File: config.mk
export PLATFORM = sky130hd
export DESIGN_NAME = rdmx_packetizer
export DESIGN_NICKNAME = d
export VERILOG_FILES = /design/src/rtl/rdmx_packetizer.sv
export SDC_FILE = /design/constraint.sdc
export NUM_CORES = 1
export LEC_CHECK = 0
export CAP_MARGIN = 20
export CORE_AREA = 2 2 524 526
export DETAILED_ROUTE_END_ITERATION = 10
export DIE_AREA = 0 0 526 528
export SLEW_MARGIN = 25
export SYNTH_ARGS = -nofsm -noshare
export SYNTH_HDL_FRONTEND = slang
export SYNTH_SLANG_ARGS = --single-unit
export TNS_END_PERCENT = 100
File: constraint.sdc
create_clock -name clk -period 8.83 [get_ports clk]
set_input_delay 1.766 -clock clk [delete_from_list [all_inputs] [get_ports clk]]
set_output_delay 1.766 -clock clk [all_outputs]
set_load 0.005 [all_outputs]
File: src/rtl/rdmx_packetizer.sv
// -----------------------------------------------------------------------------
// rdmx_packetizer
//
// Builds RDMX write packets (Ethernet / IPv4 / UDP / RDMX) for the transmit
// path. Each command {beats, address} produces one 64-byte header beat, then
// the payload beats are passed through unchanged. The block computes the IPv4
// total length, UDP length and IPv4 header checksum, and stamps an IPv4 ID
// that increments once per emitted header.
//
// Ports
//   clk                      sole clock
//   reset                    synchronous, active-high
//   src_mac, dst_mac         Ethernet addresses (big-endian numeric)
//   src_ip, dst_ip           IPv4 addresses
//   src_port, dst_port       UDP ports
//   AXIS_CMD_*               command stream, TDATA = {beats[7:0], address[63:0]}
//   AXIS_IN_*                payload stream (TLAST only checked, never forwarded)
//   AXIS_RDMX_*              packet output stream, TKEEP always all-ones
//   len_err                  one-cycle pulse when payload TLAST disagrees with
//                            the beat count from the command
//
// Byte order: wire byte k sits in TDATA[8k+7:8k]; multi-byte fields are sent
// most-significant byte first.
// -----------------------------------------------------------------------------
module rdmx_packetizer #(
    parameter logic [7:0] TTL = 8'd64
) (
    input  logic         clk,
    input  logic         reset,
    input  logic [47:0]  src_mac,
    input  logic [47:0]  dst_mac,
    input  logic [31:0]  src_ip,
    input  logic [31:0]  dst_ip,
    input  logic [15:0]  src_port,
    input  logic [15:0]  dst_port,
    input  logic [71:0]  AXIS_CMD_TDATA,
    input  logic         AXIS_CMD_TVALID,
    output logic         AXIS_CMD_TREADY,
    input  logic [511:0] AXIS_IN_TDATA,
    input  logic         AXIS_IN_TLAST,
    input  logic         AXIS_IN_TVALID,
    output logic         AXIS_IN_TREADY,
    output logic [511:0] AXIS_RDMX_TDATA,
    output logic [63:0]  AXIS_RDMX_TKEEP,
    output logic         AXIS_RDMX_TLAST,
    output logic         AXIS_RDMX_TVALID,
    input  logic         AXIS_RDMX_TREADY,
    output logic         len_err
);

    localparam logic [1:0] ST_IDLE    = 2'd0;
    localparam logic [1:0] ST_CSUM    = 2'd1;
    localparam logic [1:0] ST_HDR     = 2'd2;
    localparam logic [1:0] ST_PAYLOAD = 2'd3;

    // IPv4 header checksum over the ten header words; the checksum field
    // itself counts as zero. Two folds are always enough for a 20-bit sum.
    function automatic logic [15:0] ip_csum_f(
        input logic [15:0] ip_len,
        input logic [15:0] ip_id,
        input logic [31:0] sip,
        input logic [31:0] dip
    );
        logic [19:0] sum;
        logic [19:0] fold1;
        logic [19:0] fold2;
        sum = 20'h04500
            + {4'h0, ip_len}
            + {4'h0, ip_id}
            + 20'h04000
            + {4'h0, TTL, 8'h11}
            + 20'h00000
            + {4'h0, sip[31:16]}
            + {4'h0, sip[15:0]}
            + {4'h0, dip[31:16]}
            + {4'h0, dip[15:0]};
        fold1 = {4'h0, sum[15:0]} + {16'h0000, sum[19:16]};
        fold2 = {4'h0, fold1[15:0]} + {16'h0000, fold1[19:16]};
        return ~fold2[15:0];
    endfunction

    // Turns a vector with wire byte 0 in the top bits into TDATA byte order.
    function automatic logic [511:0] wire_order_f(input logic [511:0] be);
        logic [511:0] w;
        for (int k = 0; k < 64; k++) begin
            w[8*k +: 8] = be[511 - 8*k -: 8];
        end
        return w;
    endfunction

    logic [1:0]   state_r;
    logic [1:0]   next_state_s;
    logic         cmd_ready_r;

    logic [47:0]  src_mac_r;
    logic [47:0]  dst_mac_r;
    logic [31:0]  src_ip_r;
    logic [31:0]  dst_ip_r;
    logic [15:0]  src_port_r;
    logic [15:0]  dst_port_r;
    logic [63:0]  addr_r;
    logic [7:0]   beats_r;

    logic [15:0]  ip_id_r;
    logic [15:0]  ip_len_r;
    logic [15:0]  udp_len_r;
    logic [15:0]  ip_csum_r;
    logic [7:0]   beat_cnt_r;
    logic         len_err_r;

    logic         cmd_hs_s;
    logic         hdr_hs_s;
    logic         pay_hs_s;
    logic         last_beat_s;
    logic [15:0]  ip_len_s;
    logic [15:0]  udp_len_s;
    logic [511:0] hdr_be_s;
    logic [511:0] hdr_wire_s;

    assign cmd_hs_s    = AXIS_CMD_TVALID & cmd_ready_r;
    assign hdr_hs_s    = (state_r == ST_HDR) & AXIS_RDMX_TREADY;
    assign pay_hs_s    = (state_r == ST_PAYLOAD) & AXIS_IN_TVALID & AXIS_RDMX_TREADY;
    // beat_cnt_r holds the number of payload beats already accepted.
    assign last_beat_s = (({1'b0, beat_cnt_r} + 9'd1) == {1'b0, beats_r});

    assign ip_len_s  = 16'd50 + {2'b00, beats_r, 6'b000000};
    assign udp_len_s = 16'd30 + {2'b00, beats_r, 6'b000000};

    // Header image with wire byte 0 at the MSB end; all fields come from
    // registers so the beat is stable while back-pressured.
    assign hdr_be_s = {
        dst_mac_r,
        src_mac_r,
        16'h0800,
        16'h4500,
        ip_len_r,
        ip_id_r,
        16'h4000,
        TTL, 8'h11,
        ip_csum_r,
        src_ip_r,
        dst_ip_r,
        src_port_r,
        dst_port_r,
        udp_len_r,
        16'h0000,
        16'h0122,
        addr_r,
        96'h0
    };
    assign hdr_wire_s = wire_order_f(hdr_be_s);

    assign AXIS_RDMX_TKEEP = {64{1'b1}};
    assign AXIS_CMD_TREADY = cmd_ready_r;
    assign len_err         = len_err_r;

    // Next-state logic of the packet sequencer.
    always_comb begin
        next_state_s = state_r;
        case (state_r)
            ST_IDLE: begin
                if (cmd_hs_s) begin
                    next_state_s = ST_CSUM;
                end else begin
                    next_state_s = ST_IDLE;
                end
            end
            ST_CSUM: begin
                next_state_s = ST_HDR;
            end
            ST_HDR: begin
                if (hdr_hs_s) begin
                    if (beats_r == 8'd0) begin
                        next_state_s = ST_IDLE;
                    end else begin
                        next_state_s = ST_PAYLOAD;
                    end
                end else begin
                    next_state_s = ST_HDR;
                end
            end
            ST_PAYLOAD: begin
                if (pay_hs_s && last_beat_s) begin
                    next_state_s = ST_IDLE;
                end else begin
                    next_state_s = ST_PAYLOAD;
                end
            end
            default: begin
                next_state_s = ST_IDLE;
            end
        endcase
    end

    // Output stream mux: registered header in HDR, combinational pass-through
    // of the payload stream in PAYLOAD, quiet otherwise.
    always_comb begin
        AXIS_RDMX_TDATA  = 512'h0;
        AXIS_RDMX_TVALID = 1'b0;
        AXIS_RDMX_TLAST  = 1'b0;
        AXIS_IN_TREADY   = 1'b0;
        case (state_r)
            ST_HDR: begin
                AXIS_RDMX_TDATA  = hdr_wire_s;
                AXIS_RDMX_TVALID = 1'b1;
                AXIS_RDMX_TLAST  = (beats_r == 8'd0);
            end
            ST_PAYLOAD: begin
                AXIS_RDMX_TDATA  = AXIS_IN_TDATA;
                AXIS_RDMX_TVALID = AXIS_IN_TVALID;
                AXIS_RDMX_TLAST  = last_beat_s;
                AXIS_IN_TREADY   = AXIS_RDMX_TREADY;
            end
            default: begin
                AXIS_RDMX_TDATA  = 512'h0;
                AXIS_RDMX_TVALID = 1'b0;
                AXIS_RDMX_TLAST  = 1'b0;
                AXIS_IN_TREADY   = 1'b0;
            end
        endcase
    end

    // Sequencer state, command ready, IPv4 ID, beat counter and length check.
    always_ff @(posedge clk) begin
        if (reset) begin
            state_r     <= ST_IDLE;
            cmd_ready_r <= 1'b0;
            ip_id_r     <= 16'h0000;
            beat_cnt_r  <= 8'd0;
            len_err_r   <= 1'b0;
        end else begin
            state_r     <= next_state_s;
            // Ready is registered so it is low throughout reset and high in
            // the first cycle back in IDLE.
            cmd_ready_r <= (next_state_s == ST_IDLE);
            if (hdr_hs_s) begin
                ip_id_r <= ip_id_r + 16'd1;
            end else begin
                ip_id_r <= ip_id_r;
            end
            if (cmd_hs_s) begin
                beat_cnt_r <= 8'd0;
            end else if (pay_hs_s) begin
                if (last_beat_s) begin
                    beat_cnt_r <= 8'd0;
                end else begin
                    beat_cnt_r <= beat_cnt_r + 8'd1;
                end
            end else begin
                beat_cnt_r <= beat_cnt_r;
            end
            // The command count decides packet length; input TLAST is only
            // compared against it.
            len_err_r <= pay_hs_s & (AXIS_IN_TLAST != last_beat_s);
        end
    end

    // Per-packet fields: configuration and command latched at the command
    // handshake, derived lengths and checksum captured in CSUM.
    always_ff @(posedge clk) begin
        if (reset) begin
            src_mac_r  <= 48'h0;
            dst_mac_r  <= 48'h0;
            src_ip_r   <= 32'h0;
            dst_ip_r   <= 32'h0;
            src_port_r <= 16'h0;
            dst_port_r <= 16'h0;
            addr_r     <= 64'h0;
            beats_r    <= 8'd0;
            ip_len_r   <= 16'h0;
            udp_len_r  <= 16'h0;
            ip_csum_r  <= 16'h0;
        end else begin
            if (cmd_hs_s) begin
                src_mac_r  <= src_mac;
                dst_mac_r  <= dst_mac;
                src_ip_r   <= src_ip;
                dst_ip_r   <= dst_ip;
                src_port_r <= src_port;
                dst_port_r <= dst_port;
                addr_r     <= AXIS_CMD_TDATA[63:0];
                beats_r    <= AXIS_CMD_TDATA[71:64];
            end else begin
                src_mac_r  <= src_mac_r;
                dst_mac_r  <= dst_mac_r;
                src_ip_r   <= src_ip_r;
                dst_ip_r   <= dst_ip_r;
                src_port_r <= src_port_r;
                dst_port_r <= dst_port_r;
                addr_r     <= addr_r;
                beats_r    <= beats_r;
            end
            if (state_r == ST_CSUM) begin
                ip_len_r  <= ip_len_s;
                udp_len_r <= udp_len_s;
                ip_csum_r <= ip_csum_f(ip_len_s, ip_id_r, src_ip_r, dst_ip_r);
            end else begin
                ip_len_r  <= ip_len_r;
                udp_len_r <= udp_len_r;
                ip_csum_r <= ip_csum_r;
            end
        end
    end

endmodule
==> summary.md, run 1 <==
| Metric | Value |
|---|---|
| Status | finished clean |
| Post-DP HPWL | 194 mm |
| WP data required | 9370 ps |
| Worst min path class | flip-flop to flip-flop |
| Final setup vio count | 0 |
| WHS | 451 ps |
| Nets | 4,905 |
| Nature of the critical path startpoint | flip-flop |
| Count of pins over their slew limit | 0 |
| TritonCTS clock tree | yes |
| Final Cell Area | 40,500 um^2 |
| Crit path time final | 8230 ps |
| Pin count of the biggest net entering global routing | 153 |
| Port bufs | 1,298 |
| Horiz. Die Dim | 526 um |
| LEAKAGE | 13.5 nW |
| Gate Count Post-Synth | 2,863 |
| Final Hold Viols | 0 |
| Vias in the first global route | 24,039 |
| Largest cells by area after synthesis | dfxtp_1, mux2i_1, nand2_1, nor2b_1, a21oi_1 |
| Max_cap viols | 0 |
| Commonest non-fill, non-tap cell in the layout | clkdlybuf4s50_1 |
| First-pass GRT wire length | 272 mm |
| Setup TNS | 0 ps |
| DR vias/cell | 3.29 |
| Clock skew | 51.0 ps |
| Worst Setup Path Type | flip-flop to flip-flop |
| TritonCTS Sinks | 317 |
| Layout fillers | 31,200 |
| Critical path arrival | 8770 ps |
| Initial antenna violation count | 195 |
| Fmax | 121 MHz |
| Max stage delay on crit path | 540 ps |
| Starting Density | 0.0809 |
| Post-synth EDFFs | 0 |
| Post-Syn Area | 22,000 um^2 |
| Post-cts hold buffer count | 0 |
| Layout cells sized above 1 | 0.0368 |
| Routability cong. | 0.878 |
| Worst setup margin | 598 ps |
| Largest fanout on the critical path | 4 |
| Total gr overflow | 0 |
| Placement Setup Slack | 102 ps |
| FF+latch area | 6350 um^2 |
| Top_reg_cell synth | dfxtp_1 |
| YS warnings | 0 |
| Synth Register Bits | 317 |
| RSZ-0062 raised after global routing | no |
| DR vias | 25,331 |
| Slew HR | 0.298 |
| Overall routed net length | 221 mm |
| Worst-Skew Late Latency | 680 ps |
| Sequential-to-total area share from yosys stat | 0.288 |
| Most used cell, CP | fa_1 |
| H-tree levels | 2 |
| Clk buf depth | 3 |
| ANT nets after route | 0 |
| 1st-pass router iterations | 5 |
| Footprint of the multi-input gates | 14,100 um^2 |
| CP max stage cell | fa_1 |
| Crit. End Element | flip-flop |
| Post-synth top area share | 0.288 |
| Power Density | 132 nW/um^2 |
| Core ar. | 272,000 um^2 |
| Unique cell type count in the Yosys netlist | 78 |
| Number of remaining DRC errors | 0 |
| IO Pins | 1,363 |
| Row cnt | 192 |
| Final Cycle Share | 0.932 |
| Cts bufs inserted | 46 |
| Die height | 528 um |
| GRT Total Usage | 0.152 |
| Post-synth ARST share | 0 |
| Dpl cell area | 38,800 um^2 |
| DR WL/cell | 28.8 um |
| Layout area overhead | 84.0% |
| Most frequent cells in the layout | clkdlybuf4s50_1, nand2_1, dfxtp_1 |
| Syn_area_per_cell | 7.69 um^2 |
| Initial DRC Count | 1,462 |
| Slew @ Worst Pin | 1050 ps |
| Setup bufs post-CTS | 0 |
| Clock Tree Root | clkbuf_16 |
| Clock-pin slew on the worst setup and hold paths | 60 ps |
| Die outline area | 278,000 um^2 |
| Dominant cell type by area after synthesis | dfxtp_1 |
| Maximum vdd drop | 142 uV |
Yosys cell counts, types with 2 or more instances:
cell and count:
nand4_1 6, o2111ai_1 3, o211a_1 2, xnor2_1 34
inv_1 138, nor3b_1 4, a211o_1 2, clkbuf_1 192
mux2i_1 291, nand2_2 2, buf_1 26, and2_1 2
a211oi_1 12, nor2b_1 293, o21ai_0 15, and3_1 198
nor3_1 16, a211oi_2 2, or2_1 3, nand2b_1 18
nor4_1 5, nand3b_1 4, ha_1 46, o211ai_1 4
buf_4 65, xnor2_2 3, a311oi_1 2, a21oi_1 302
or4_1 2, buf_2 5, fa_1 57, nand3_1 15
o21ai_1 2, nor2_1 59, a21o_1 7, xor2_1 20
dfxtp_1 317, nand2_1 601, or3_1 7, a31oi_1 6
a21boi_0 38
flip-flops by register name, indices dropped and copies added, names as in the netlist:
signal	count
dst_mac_r	48
ip_csum_r	16
src_ip_r	32
AXIS_CMD_TREADY	1
dst_port_r	16
state_r	2
ip_len_r	1
beat_cnt_r	8
udp_len_r	8
src_mac_r	48
len_err	1
src_port_r	16
dst_ip_r	32
ip_id_r	16
addr_r	64
beats_r	8
area by class of cell:
type,count,share of cell area
antenna,48,0.00296
clock buffer,62,0.0321
clock inverter,18,0.00633
inverter,138,0.0128
multi-input combinational,2182,0.349
sequential,317,0.157
tap,3589,0.111
timing repair buffer,1335,0.330
where the power goes:
group	total (W)	internal, W	leakage, nW	switching (W)
Sequential	0.00159	0.00151	2.58	0.0000777
Clock	0.00199	0.00116	0.759	0.000832
Combinational	0.00178	0.000813	10.1	0.000962
layer usage:
| layer | vias to the layer above | GRT usage | share of wire |
|---|---|---|---|
| li1 | 11671 | - | - |
| met1 | 11868 | 0.158 | 0.36 |
| met2 | 1381 | 0.273 | 0.50 |
| met3 | 337 | 0.0696 | 0.11 |
| met4 | 74 | 0.0435 | 0.031 |
| met5 | - | 0 | 0.0021 |
worst max-delay path: cells and delay by family (launching register included):
family                     cells  cell delay [ps]
AOI/OAI and AO/OA              9             1600
xor gates and xnor gates       1              170
adders and majority gates      8             3220
buffers and inverters          2              110
DFF                            1              360
and+or+nand+nor               13             2670
cell families (layout without fill, tap and decap cells):
group / Yosys count / after routing / synth area share
DFF: 317 / 317 / 0.288
AOI/OAI and AO/OA: 418 / 418 / 0.111
buffers and inverters: 427 / 1553 / 0.0842
and+or+nand+nor: 1247 / 1247 / 0.281
other: 1 / 112 / 0.000170
adders and majority gates: 103 / 103 / 0.0779
xor gates and xnor gates: 59 / 59 / 0.0257
muxes: 291 / 291 / 0.132
path summary, 6_finish.rpt:
| path | start | endpoint | slack (ps) | depth (start not counted) |
|---|---|---|---|---|
| hold / removal | dst_mac_r[29]$_SDFFE_PP0P_ | dst_mac_r[29]$_SDFFE_PP0P_ | 450 | 2 |
| hold reg to reg | dst_mac_r[29]$_SDFFE_PP0P_ | dst_mac_r[29]$_SDFFE_PP0P_ | 450 | 2 |
| setup reg to reg | src_ip_r[3]$_SDFFE_PP0P_ | ip_csum_r[15]$_SDFFE_PP0N_ | 600 | 33 |
| setup / recovery | src_ip_r[3]$_SDFFE_PP0P_ | ip_csum_r[15]$_SDFFE_PP0N_ | 600 | 33 |
per-stage QoR:
stage | power (W) | cells | utilization
after CTS | 0.00541 | 7641 | 0.148
after floorplan | 0.00255 | 2926 | -
after global routing | 0.00560 | 7662 | 0.149
after detailed placement | 0.00338 | 7561 | 0.142
final | 0.00535 | 7689 | 0.149
after global placement | 0.00338 | 7561 | 0.142
repair_timing:
item,in CTS,in global routing
resized for setup,0,10
endpoints found under the hold margin,0,0
setup endpoints to repair,0,10
No activity file was read; power rests on OpenSTA's default activity.
==> inputs of run 2 (changes only) <==
--- a/config.mk
+++ b/config.mk
@@ -9,7 +9,6 @@
 export CORE_AREA = 2 2 524 526
 export DETAILED_ROUTE_END_ITERATION = 10
 export DIE_AREA = 0 0 526 528
-export SLEW_MARGIN = 25
 export SYNTH_ARGS = -nofsm -noshare
 export SYNTH_HDL_FRONTEND = slang
 export SYNTH_SLANG_ARGS = --single-unit
==> results of run 2 <==
Same layout as run 1: the final DEF is identical, and so are final timing and power.
==> inputs of run 3 (changes only) <==
--- a/config.mk
+++ b/config.mk
@@ -9,6 +9,7 @@
 export CORE_AREA = 2 2 524 526
 export DETAILED_ROUTE_END_ITERATION = 10
 export DIE_AREA = 0 0 526 528
+export HOLD_SLACK_MARGIN = 0.1
 export SYNTH_ARGS = -nofsm -noshare
 export SYNTH_HDL_FRONTEND = slang
 export SYNTH_SLANG_ARGS = --single-unit
==> results of run 3 <==
Same layout as run 1: the final DEF is identical, and so are final timing and power.
